## config.mk

```make
export PLATFORM = sky130hd
export DESIGN_NAME = uart_rx
export DESIGN_NICKNAME = d
export VERILOG_FILES = /design/src/rtl/uart_pkg.sv /design/src/rtl/uart_tick_gen.sv /design/src/rtl/uart_rx.sv
export SDC_FILE = /design/constraint.sdc
export NUM_CORES = 1
export LEC_CHECK = 0
export ABC_AREA = 1
export BUFFER_PORTS_ARGS = -buffer_cell sky130_fd_sc_hd__buf_2
export CORE_MARGIN = 10
export CORE_UTILIZATION = 52
export DETAILED_ROUTE_END_ITERATION = 16
export GPL_TIMING_DRIVEN = 0
export PLACE_DENSITY = 0.81
export RECOVER_POWER = 25
export SYNTH_ARGS = -nofsm -noshare
export SYNTH_HDL_FRONTEND = slang
export SYNTH_SLANG_ARGS = --single-unit
```

## constraint.sdc

```tcl
create_clock -name i_Clk -period 3.3 [get_ports i_Clk]
set_input_delay 0.495 -clock i_Clk [delete_from_list [all_inputs] [get_ports i_Clk]]
set_output_delay 0.495 -clock i_Clk [all_outputs]
set_load 0.01 [all_outputs]
```

## src/rtl/uart_pkg.sv

```systemverilog
// Shared UART definitions: receiver state encoding, default line settings
// and the oversample divisor calculation used by both RX and TX paths.
package uart_pkg;

  typedef enum logic [2:0] {
    IDLE,
    START,
    DATA,
    STOP,
    WAIT_IDLE
  } uart_state_e;

  localparam int DEFAULT_CLOCK_RATE = 100_000_000;
  localparam int DEFAULT_BAUD_RATE  = 9600;
  localparam int DEFAULT_OVERSAMPLE = 16;

  // System clocks per oversample tick, floored.
  function automatic int calc_divisor(input int clock_rate, input int baud_rate,
                                      input int oversample);
    return clock_rate / (baud_rate * oversample);
  endfunction

endpackage

```

## src/rtl/uart_tick_gen.sv

```systemverilog
// Oversample tick generator: counts system clocks 0..DIV-1 and pulses tick
// on the last count. Held at zero while clear is high.
module uart_tick_gen #(
  parameter int DIV = 4
) (
  input  logic i_Clk,
  input  logic i_Rst_n,
  input  logic clear,
  output logic tick
);

  localparam int CNT_W = (DIV > 1) ? $clog2(DIV) : 1;
  localparam logic [CNT_W-1:0] CNT_LAST = CNT_W'(DIV - 1);

  logic [CNT_W-1:0] cnt;

  always_ff @(posedge i_Clk or negedge i_Rst_n) begin
    if (!i_Rst_n) begin
      cnt <= '0;
    end else if (clear || (cnt == CNT_LAST)) begin
      cnt <= '0;
    end else begin
      cnt <= cnt + 1'b1;
    end
  end

  assign tick = !clear && (cnt == CNT_LAST);

endmodule

```

## src/rtl/uart_rx.sv

```systemverilog
// UART receiver: 16x-oversampled serial line to parallel bytes with a
// one-cycle valid strobe and a one-cycle framing-error strobe.
module uart_rx
  import uart_pkg::*;
#(
  parameter int CLOCK_RATE = DEFAULT_CLOCK_RATE,
  parameter int BAUD_RATE  = DEFAULT_BAUD_RATE,
  parameter int OVERSAMPLE = DEFAULT_OVERSAMPLE,
  parameter int DATA_BITS  = 8
) (
  input  logic                 i_Clk,
  input  logic                 i_Rst_n,
  input  logic                 i_Rx_Serial,
  output logic                 o_Rx_DV,
  output logic [DATA_BITS-1:0] o_Rx_Byte,
  output logic                 o_Frame_Err,
  output logic                 o_Busy
);

  localparam int DIV      = calc_divisor(CLOCK_RATE, BAUD_RATE, OVERSAMPLE);
  localparam int SAMPLE_W = $clog2(OVERSAMPLE);
  localparam int BIT_W    = $clog2(DATA_BITS);
  localparam logic [SAMPLE_W-1:0] HALF_LAST = SAMPLE_W'(OVERSAMPLE / 2 - 1);
  localparam logic [SAMPLE_W-1:0] FULL_LAST = SAMPLE_W'(OVERSAMPLE - 1);
  localparam logic [BIT_W-1:0]    BIT_LAST  = BIT_W'(DATA_BITS - 1);

  if (DIV < 2) begin : g_div_check
    $error("uart_rx: CLOCK_RATE / (BAUD_RATE*OVERSAMPLE) must be at least 2");
  end
  if ((OVERSAMPLE < 4) || (OVERSAMPLE % 2 != 0)) begin : g_os_check
    $error("uart_rx: OVERSAMPLE must be even and at least 4");
  end
  if ((DATA_BITS < 5) || (DATA_BITS > 9)) begin : g_bits_check
    $error("uart_rx: DATA_BITS must be in 5..9");
  end

  logic                 rx_meta;
  logic                 rx_s;
  uart_state_e          state;
  uart_state_e          next_state;
  logic                 tick;
  logic [SAMPLE_W-1:0]  sample_cnt;
  logic [BIT_W-1:0]     bit_cnt;
  logic [DATA_BITS-1:0] shift_reg;
  logic                 shift_en;
  logic                 frame_ok;
  logic                 frame_bad;

  always_ff @(posedge i_Clk or negedge i_Rst_n) begin
    if (!i_Rst_n) begin
      rx_meta <= 1'b1;
      rx_s    <= 1'b1;
    end else begin
      rx_meta <= i_Rx_Serial;
      rx_s    <= rx_meta;
    end
  end

  uart_tick_gen #(
    .DIV(DIV)
  ) u_tick_gen (
    .i_Clk  (i_Clk),
    .i_Rst_n(i_Rst_n),
    .clear  (state == IDLE),
    .tick   (tick)
  );

  always_ff @(posedge i_Clk or negedge i_Rst_n) begin
    if (!i_Rst_n) begin
      state <= IDLE;
    end else begin
      state <= next_state;
    end
  end

  // Sampling happens mid start bit, then every full bit period after that.
  always_comb begin
    next_state = state;
    shift_en   = 1'b0;
    frame_ok   = 1'b0;
    frame_bad  = 1'b0;
    case (state)
      IDLE: begin
        if (!rx_s) next_state = START;
      end
      START: begin
        if (tick && (sample_cnt == HALF_LAST)) next_state = rx_s ? IDLE : DATA;
      end
      DATA: begin
        if (tick && (sample_cnt == FULL_LAST)) begin
          shift_en = 1'b1;
          if (bit_cnt == BIT_LAST) next_state = STOP;
        end
      end
      STOP: begin
        if (tick && (sample_cnt == FULL_LAST)) begin
          if (rx_s) begin
            frame_ok   = 1'b1;
            next_state = IDLE;
          end else begin
            frame_bad  = 1'b1;
            next_state = WAIT_IDLE;
          end
        end
      end
      WAIT_IDLE: begin
        if (rx_s) next_state = IDLE;
      end
      default: next_state = IDLE;
    endcase
  end

  always_ff @(posedge i_Clk or negedge i_Rst_n) begin
    if (!i_Rst_n) begin
      sample_cnt <= '0;
      bit_cnt    <= '0;
      shift_reg  <= '0;
    end else begin
      if (next_state != state) begin
        sample_cnt <= '0;
      end else if (tick) begin
        sample_cnt <= (sample_cnt == FULL_LAST) ? '0 : sample_cnt + 1'b1;
      end
      if (state != DATA) begin
        bit_cnt <= '0;
      end else if (shift_en) begin
        bit_cnt <= bit_cnt + 1'b1;
      end
      if (shift_en) shift_reg <= {rx_s, shift_reg[DATA_BITS-1:1]};
    end
  end

  // Output strobes and busy flag are registered so nothing reaches the
  // outputs combinationally from the serial line.
  always_ff @(posedge i_Clk or negedge i_Rst_n) begin
    if (!i_Rst_n) begin
      o_Rx_DV     <= 1'b0;
      o_Frame_Err <= 1'b0;
      o_Busy      <= 1'b0;
      o_Rx_Byte   <= '0;
    end else begin
      o_Rx_DV     <= frame_ok;
      o_Frame_Err <= frame_bad;
      o_Busy      <= (next_state != IDLE);
      if (frame_ok) o_Rx_Byte <= shift_reg;
    end
  end

endmodule
```

Yosys cells after proc, flatten, opt, wreduce, memory -nomap -nowiden
Index checks and enable logic that the tools add are counted.
Storage, ports and cells
  register bits: 41
  logic and storage cells: 56
Cells by class
  muxes and demuxes: 23
  reductions and logical operators: 9
  eq/ne operators: 10
  add/sub/neg operators: 3
Operators with widths (number)
  $mux 3: 9
  $pmux 3 s5: 1
  $mux 4: 3
  $add 10x1->10 const B: 1
  $eq 10x10->1 const B: 1
  $mux 10: 1
  $mux 1: 8
  $eq 3x2->1 const B: 2
  $eq 3x3->1 const B: 2
  $add 4x1->4 const B: 1
  $eq 4x3->1 const B: 1
  $eq 4x4->1 const B: 1
  $reduce_bool 2->1: 2
  $add 3x1->3 const B: 1
  $eq 3x1->1 const B: 1
  $logic_and 1x1->1: 3
  $logic_not 3->1: 1
  $ne 3x2->1 const B: 1
  $ne 3x3->1: 1
  $reduce_bool 3->1: 1
  $mux 2: 1
  $logic_not 1->1: 1
  $logic_or 1x1->1: 1

Longest topological paths before layout
Gate-level depths: netlist of the first run.
  depth after elaboration: 8
  gate-level depth with buffers: 13

Modules after synthesis
Synthesis of the first run repeated with hierarchy kept, for this count alone.
Unflattened totals
  cells, all modules: 220
  area, all modules: 1954.4 sq um
Modules (own cells, without submodules)
  uart_rx: cells an instance 146, instances 1, seq. area each 778.2 sq um, area each 1393.8 sq um
  uart_tick_gen: cells an instance 74, instances 1, seq. area each 250.2 sq um, area each 560.5 sq um

Worst setup path after synthesis of the first run
No wires, ideal clock.
  kind: register to register
  from: register u_tick_gen.cnt[0]
  to: register shift_reg[7]
  slack: 1.683 ns
  cell stages (with the launch flop): 13
  arrival: 1.487 ns
  buffers on the path: 1
  cells stage by stage: dfrtp_1 inv_1 ha_1 inv_1 nor2_1 nand2_1 nor2_2 nand4_1 inv_1 nand2_1 clkbuf_2 nand2_1 o21ai_0
On the way
  longest elaborated chain between the ends: 5
RTL lines
  start: declaration: RTL line uart_tick_gen.sv:15  | logic [CNT_W-1:0] cnt;
  start signal: assignment: RTL line uart_tick_gen.sv:23  | cnt <= cnt + 1'b1;
  $eq 10x10->1: RTL line uart_tick_gen.sv:27  | assign tick = !clear && (cnt == CNT_LAST);
  $logic_and 1x1->1: RTL line uart_tick_gen.sv:27
  $logic_and 1x1->1: RTL line uart_rx.sv:90  | if (tick && (sample_cnt == FULL_LAST)) begin
  $mux 1: RTL line uart_rx.sv:90
  $mux 1: RTL line uart_rx.sv:82  | case (state)
  end signal: assignment: RTL line uart_rx.sv:129  | if (shift_en) shift_reg <= {rx_s, shift_reg[DATA_BITS-1:1]};
  end: declaration: RTL line uart_rx.sv:44  | logic [DATA_BITS-1:0] shift_reg;
Every way passes these cells.
A chain may end at the register's enable or synchronous reset.

==> results of run 1 <==
cell type report:
| cell class | count | area [µm²] | share of cell area [%] |
|---|---|---|---|
| sequential | 41 | 1028 | 47.35 |
| multi-input combinational | 142 | 759.5 | 34.97 |
| clock buffer | 6 | 82.58 | 3.802 |
| timing repair buffer | 13 | 63.81 | 2.938 |
| buffer | 2 | 16.27 | 0.7488 |
| inverter | 33 | 123.9 | 5.703 |
| tap | 48 | 60.06 | 2.765 |
| clock inverter | 2 | 37.54 | 1.728 |
per-stage QoR:
step	hold slack, ns	instances	setup WS, ns	total power [mW]
floorplan	0.1994	218	1.683	0.5160
global placement	0.3461	279	1.439	0.5273
detailed placement	0.3490	279	1.409	0.5276
CTS	0.2834	287	1.378	0.9449
global route	0.2875	287	0.8111	0.9642
finish	0.2932	287	1.315	0.9373
layout by cell type (no fill, tap or decap):
cell type / instances
nand2_1: 48
dfrtp_1: 39
inv_1: 31
nor2_1: 25
o21ai_0: 15
buf_2: 12
nand3_1: 10
o21ai_2: 7
clkbuf_8: 6
a21oi_1: 5
ha_1: 5
nand2_2: 4
nor3_1: 4
nor3b_1: 4
nor2_2: 3
inv_2: 2
nand4_1: 2
nor2_4: 2
dfstp_2: 2
nand3b_1: 1
nor3_2: 1
xnor2_1: 1
nor3b_2: 1
o21a_1: 1
nand4_4: 1
clkbuf_2: 1
buf_6: 1
xor2_1: 1
a31oi_1: 1
bufinv_16: 1
clkinvlp_4: 1
clkbuf_1: 1
metal layers:
layer | vias up | track usage, %
li1 | 728 | -
met1 | 662 | 12.84
met2 | 30 | 19.11
met3 | 7 | 2.539
met4 | 0 | 7.266
met5 | - | 0
cell usage after synthesis:
cell	count
inv_1	31
xnor2_1	1
nand3_1	10
nor3_1	4
buf_6	1
nor3b_1	4
ha_1	5
nand2_1	48
nor3b_2	1
o21ai_0	15
nand4_4	1
a21oi_1	5
nand4_1	2
nor2_1	25
clkbuf_2	1
nor2_4	2
xor2_1	1
nor3_2	1
nor2_2	3
dfstp_2	2
o21ai_2	7
o21a_1	1
dfrtp_1	39
nand2_2	4
a31oi_1	1
nand3b_1	1
inv_2	2
path summary, 6_finish.rpt:
check,startpoint,end,depth (start not counted)
max reg2reg,u_tick_gen.cnt[0]$_DFF_PN0_,shift_reg[7]$_DFFE_PN0P_,12
max in group i_Clk,u_tick_gen.cnt[0]$_DFF_PN0_,shift_reg[7]$_DFFE_PN0P_,12
max,i_Rst_n,sample_cnt[0]$_DFFE_PN0P_,1
min in group asynchronous,i_Rst_n,u_tick_gen.cnt[1]$_DFF_PN0_,1
min reg2reg,rx_meta$_DFF_PN1_,rx_s$_DFF_PN1_,0
min,i_Rx_Serial,rx_meta$_DFF_PN1_,1
report_power, final:
| part | leakage (nW) | internal (mW) | switching, mW |
|---|---|---|---|
| Combinational | 0.445 | 0.00102 | 0.0111 |
| Clock | 0.0574 | 0.246 | 0.175 |
| Sequential | 0.546 | 0.504 | 0.000267 |
kinds of logic after synthesis:
group	after synthesis	share of synthesized area, %
compound gates	29	9.085
xor+xnor	2	0.9087
fa+ha+maj	5	3.245
buf+inv	35	7.268
flops	41	53.34
simple gates	106	26.15
==> metrics.yaml, run 1 <==
design.final.nets: 246
outcome: "complete, but fails checks"
detailroute.wirelength.met3_um: 131
place.detailed.hpwl_mm: 2.438
topRoutingLayerUsed: "met4"
routed_via_density: 4.972
rsz0062_at_grt: "false"
cts-root-buf: "clkbuf_8"
cts_inserted_buffers: 5
detail_route.first_pass.iterations: 4
detail_route.wirelength_mm: 3.385
synth_cell_type_count: 27
hp-class: "input pin to flop"
drt_iter0_drc: 118
antenna_found_initial: 0
std_cell_rows: 22
synth_fp_nets: 226
period_share_pct: 60.15
fmax_ghz: 0.5038
final_cell_area_um2: 2172
finalClockSkew_ns: 0.007131
worst-path-max-fanout: 41
synth.avg_cell_area_um2: 8.844
setup_tns_ns: 0
htree_num_levels: 2
hold_viol: 0
area_of_the_die_um2: 6543
synth_sequential_area_ratio_pct: 53.34
grt-ovfl-total: 0
r2r_setup_slack_ns: 1.39
worst_slew_margin_rel_pct: -38.93
grt_start_max_net_pins: 42
antenna_cells_inserted: 0
largest_register_ffs: 10
critPathTopFamily: "buffers and inverters"
io-pin-count: 14
grt_pass1_vias: 1408
dpl_cell_area_um2: 2053
final-max-slew-violation-count: 42
dieWidth_um: 80.89
synth.top_cell.area_share_pct: 50.62
timing.critical_path.cells: "clkbuf_1"
finalWorstPathRequiredPeriod_ns: 1.985
detailroute.wirelength.met2_mm: 1.668
cts_tree: "built"
average_wire_per_standard_cell_um: 11.79
cp.buffers_inverters: 1
critPathMaxStageDelay_ns: 1.46
fp.dieH_um: 80.89
max-cap-violations: 1
filler_cell_count: 340
cp_data_required_time_ns: 3.29
element_type_at_the_critical_path_start: "input pin"
timing.critical_path.slowest_stage_cell: "clkbuf_1"
failed_checks: "max-capacitance violations, max-slew violations"
grt_first_pass_wirelength_mm: 5.913
power_density_nw_per_um2: 431.5
holdBufCountCts: 0
gp_routability_congestion: 0.9226
finalCoreUtilization_pct: 59.78
critical_path_arrival_ns: 1.98
final_layout_size_suffix_gt1_share_pct: 18.83
synth_cells: 218
endpoint_kind: "async pin"
core_um2: 3633
num_vias: 1427
criticalPathCategory: "input pin to async pin"
flow.area_growth_from_synthesis_pct: 12.65
cts_sinks: 41
antenna_left: 0
cts-root-to-sink-buffers: 2
netlist_top_cells_area: "dfrtp_1 (51%), nand2_1 (9.3%), inv_1 (6.0%)"
worst-slew-pin-transition_ns: 2.084
clk_pin_slew_ns: 0.07
routedLengthMet1_mm: 1.505
synth_seq_cells: 41
cts_repair_resize_count: 0
portBuffers: 13
post-synth-top-area-cell: "dfrtp_1"
gr-usage-all-layers_pct: 11.39
p_leak_nw: 1.048
irDropWorstVdd_v: 0.0003010
setup_viol: 0
synth-warning-count: 0
drc: 0
initial_core_util_pct: 53.06
post-cts-setup-buffers: 0
mappedNetlistArea_um2: 1928
clk-insertion-delay-late_ns: 0.30
(Power assumes the default switching activity.)
==> inputs of run 2 (changes only) <==
Settings changed: ABC_AREA 1 to 0.
Clock period 3.3 ns to 1.85 ns, I/O delays scaled along.
==> metrics.yaml, run 2 <==
irDropWorstVdd_v: 0.0004968
synth.top_cell.area_share_pct: 52.14
worst-path-max-fanout: 4
synth_fp_nets: 164
detail_route.first_pass.iterations: 4
period_share_pct: 118.4
max-cap-violations: 0
final_layout_size_suffix_gt1_share_pct: 34.57
synth_seq_cells: 41
place.detailed.hpwl_mm: 2.442
synth.avg_cell_area_um2: 12.00
drt_iter0_drc: 87
finalCoreUtilization_pct: 65.86
netlist_top_cells_area: "dfrtp_1 (52%), mux2_2 (9.0%), nor2_1 (3.8%)"
endpoint_kind: "flop"
routed_via_density: 5.573
grt_start_max_net_pins: 42
p_clk_share_pct: 33.4
netSwitchingPower_mw: 0.2960
cp_data_required_time_ns: 2.14
cts-root-buf: "clkbuf_4"
fmax_ghz: 0.4564
synth_xor_xnor_area_share_pct: 5.147
simple_gate_share_of_the_synthesized_area_pct: 19.45
layout_common_cells: "dfrtp_1 (39), nor2_1 (19), mux2_2 (15)"
final-max-slew-violation-count: 0
area_of_the_die_um2: 6399
synth_commonest_cells: "dfrtp_1 (39), nor2_1 (19), mux2_2 (15)"
initial_core_util_pct: 54.80
setup_tns_ns: -6.738
synth_enable_flop_cells: 0
clk-insertion-delay-late_ns: 0.35
power_density_nw_per_um2: 616.7
dp_slack_ns: -0.7194
antenna_cells_inserted: 0
dpl_cell_area_um2: 2004
final_cell_area_um2: 2250
synthArstFlopShare_pct: 100.0
layout.cells.most_common: "dfrtp_1"
power.internal_mw: 1.091
critical_path_arrival_ns: 2.48
p_leak_nw: 1.125
element_type_at_the_critical_path_start: "flop"
cts-root-to-sink-buffers: 2
cts_inserted_buffers: 5
antenna_left: 0
cts_tree: "built"
combinational_family_with_the_most_area_after_synthesis: "simple AND/OR/NAND/NOR gates"
largest_register_ffs: 10
grt_pass1_vias: 1463
outcome: "complete, but fails checks"
num_vias: 1304
post_synth_fa_ha_maj_area_fraction_pct: 3.342
htree_num_levels: 2
portBuffers: 13
failed_checks: "negative setup slack"
finalClockSkew_ns: 0.01431
power.share.combinational_pct: 1.6
average_wire_per_standard_cell_um: 16.24
gp_routability_congestion: 0.9022
postSynth.topFlopCell: "dfrtp_1"
drc: 0
hp-class: "input pin to async pin"
clk_pin_slew_ns: 0.12
post-synth-top-area-cell: "dfrtp_1"
setup_viol: 28
criticalPathCategory: "flop to flop"
design.final.nets: 195
switching_share_pct: 21.34
stdcell_count: 234
fp.dieH_um: 80.00
most_common_cell_in_the_synthesized_netlist: "dfrtp_1"
synth_sequential_area_ratio_pct: 54.95
hold_viol: 0
mappedNetlistArea_um2: 1872
worst-slew-pin-transition_ns: 0.9752
gr-usage-all-layers_pct: 13.21
finalWorstPathRequiredPeriod_ns: 2.191
grt_first_pass_wirelength_mm: 6.617
io-pin-count: 14
synth_cell_type_count: 40
core_um2: 3416
compound_gate_portion_of_the_synthesized_area_pct: 4.479
filler_cell_count: 253
dieWidth_um: 80.00
flow.area_growth_from_synthesis_pct: 20.19
detail_route.wirelength_mm: 3.801
grt-ovfl-total: 0
synth-warning-count: 0
final_critical_path_setup_slack_ns: -0.3413
placed_cells_incl_taps: 215
cts_sinks: 41
p_seq_share_pct: 65.0
std_cell_rows: 21
synth_cells: 156
antenna_found_initial: 0
rsz0062_at_grt: "true"
synth_mux_area_share_pct: 11.16
worst_slew_margin_rel_pct: 34.99
[run 2: cell count changes in the layout (fill, tap and decap cells not counted), sizes merged, moves of 5 or more]
cell   change
nand2     -47
inv       -30
o21ai     -21
mux2      +15
buf       +11
nor2      -11
nand3      -7
and3       +6
xnor2      +6
nor3b      -5
[run 2: worst paths after layout]
kind	from	to	slack, ns	cells after the start
worst max-delay path	u_tick_gen.cnt[0]$_DFF_PN0_	state[0]$_DFF_PN0_	-0.34	9
worst min-delay path	i_Rst_n	sample_cnt[3]$_DFFE_PN0P_	0.04	1
worst max register to register	u_tick_gen.cnt[0]$_DFF_PN0_	state[0]$_DFF_PN0_	-0.34	9
worst min register to register	rx_meta$_DFF_PN1_	rx_s$_DFF_PN1_	0.36	0
max in group asynchronous	i_Rst_n	o_Rx_Byte[4]$_DFFE_PN0P_	1.18	1
min in group i_Clk	rx_meta$_DFF_PN1_	rx_s$_DFF_PN1_	0.36	0
[run 2: power by group through the flow]
stage	registers [mW]	logic, mW	clock network (mW)
after floorplan	0.919	0.00195	0
after global placement	0.919	0.0210	0
after detailed placement	0.919	0.0217	0
after global routing	0.903	0.0257	0.521
after CTS	0.902	0.0218	0.481
final	0.902	0.0220	0.463
[run 2: final cells by class]
type / count / area, µm² / share of cell area, %
Sequential cell: 41 / 1028 / 45.72
Multi-Input combinational cell: 108 / 909.6 / 40.43
Timing Repair Buffer: 26 / 176.4 / 7.842
Clock buffer: 8 / 58.81 / 2.614
Tap cell: 46 / 57.56 / 2.558
Inverter: 3 / 11.26 / 0.5006
Buffer: 2 / 7.507 / 0.3337
[run 2: critical path, cell delays in order (launching register included)]
cell and delay [ns]:
dfrtp_1 0.40, inv_1 0.07, ha_1 0.14, or4b_4 0.52, nor4b_4 0.24, buf_6 0.16
buf_6 0.10, nand3b_1 0.08, a31oi_1 0.22, o311a_1 0.19
[run 2: kinds of logic after synthesis]
family | after synthesis
xor gates and xnor gates | 11
DFF | 41
muxes | 19
adders and majority gates | 5
buffers and inverters | 7
AOI/OAI and AO/OA | 11
and+or+nand+nor | 62
[run 2: what timing repair did]
item | in CTS | in global routing
gates resized for setup | 16 | 6
endpoints found under the setup margin | 38 | 39
endpoints found under the hold margin | 0 | 1
hold buffers | 0 | 1
pin swaps | 8 | 6
buffers inserted | 10 | 2
[run 2: stage by stage]
step	total power [mW]	hold slack (ns)
finish	1.387	0.04492
global route	1.450	0.1162
CTS	1.405	0.0005709
detailed placement	0.9410	0.3475
global placement	0.9403	0.3473
floorplan	0.9209	-0.01809
[run 2: metal layers]
metal  wire (µm)  vias to the layer above  track usage, %
met5           0                        -               0
met4          74                        0           6.690
met3         179                        8           4.842
met2        2046                       31           23.19
met1        1501                      649           13.41
li1            -                      616               -
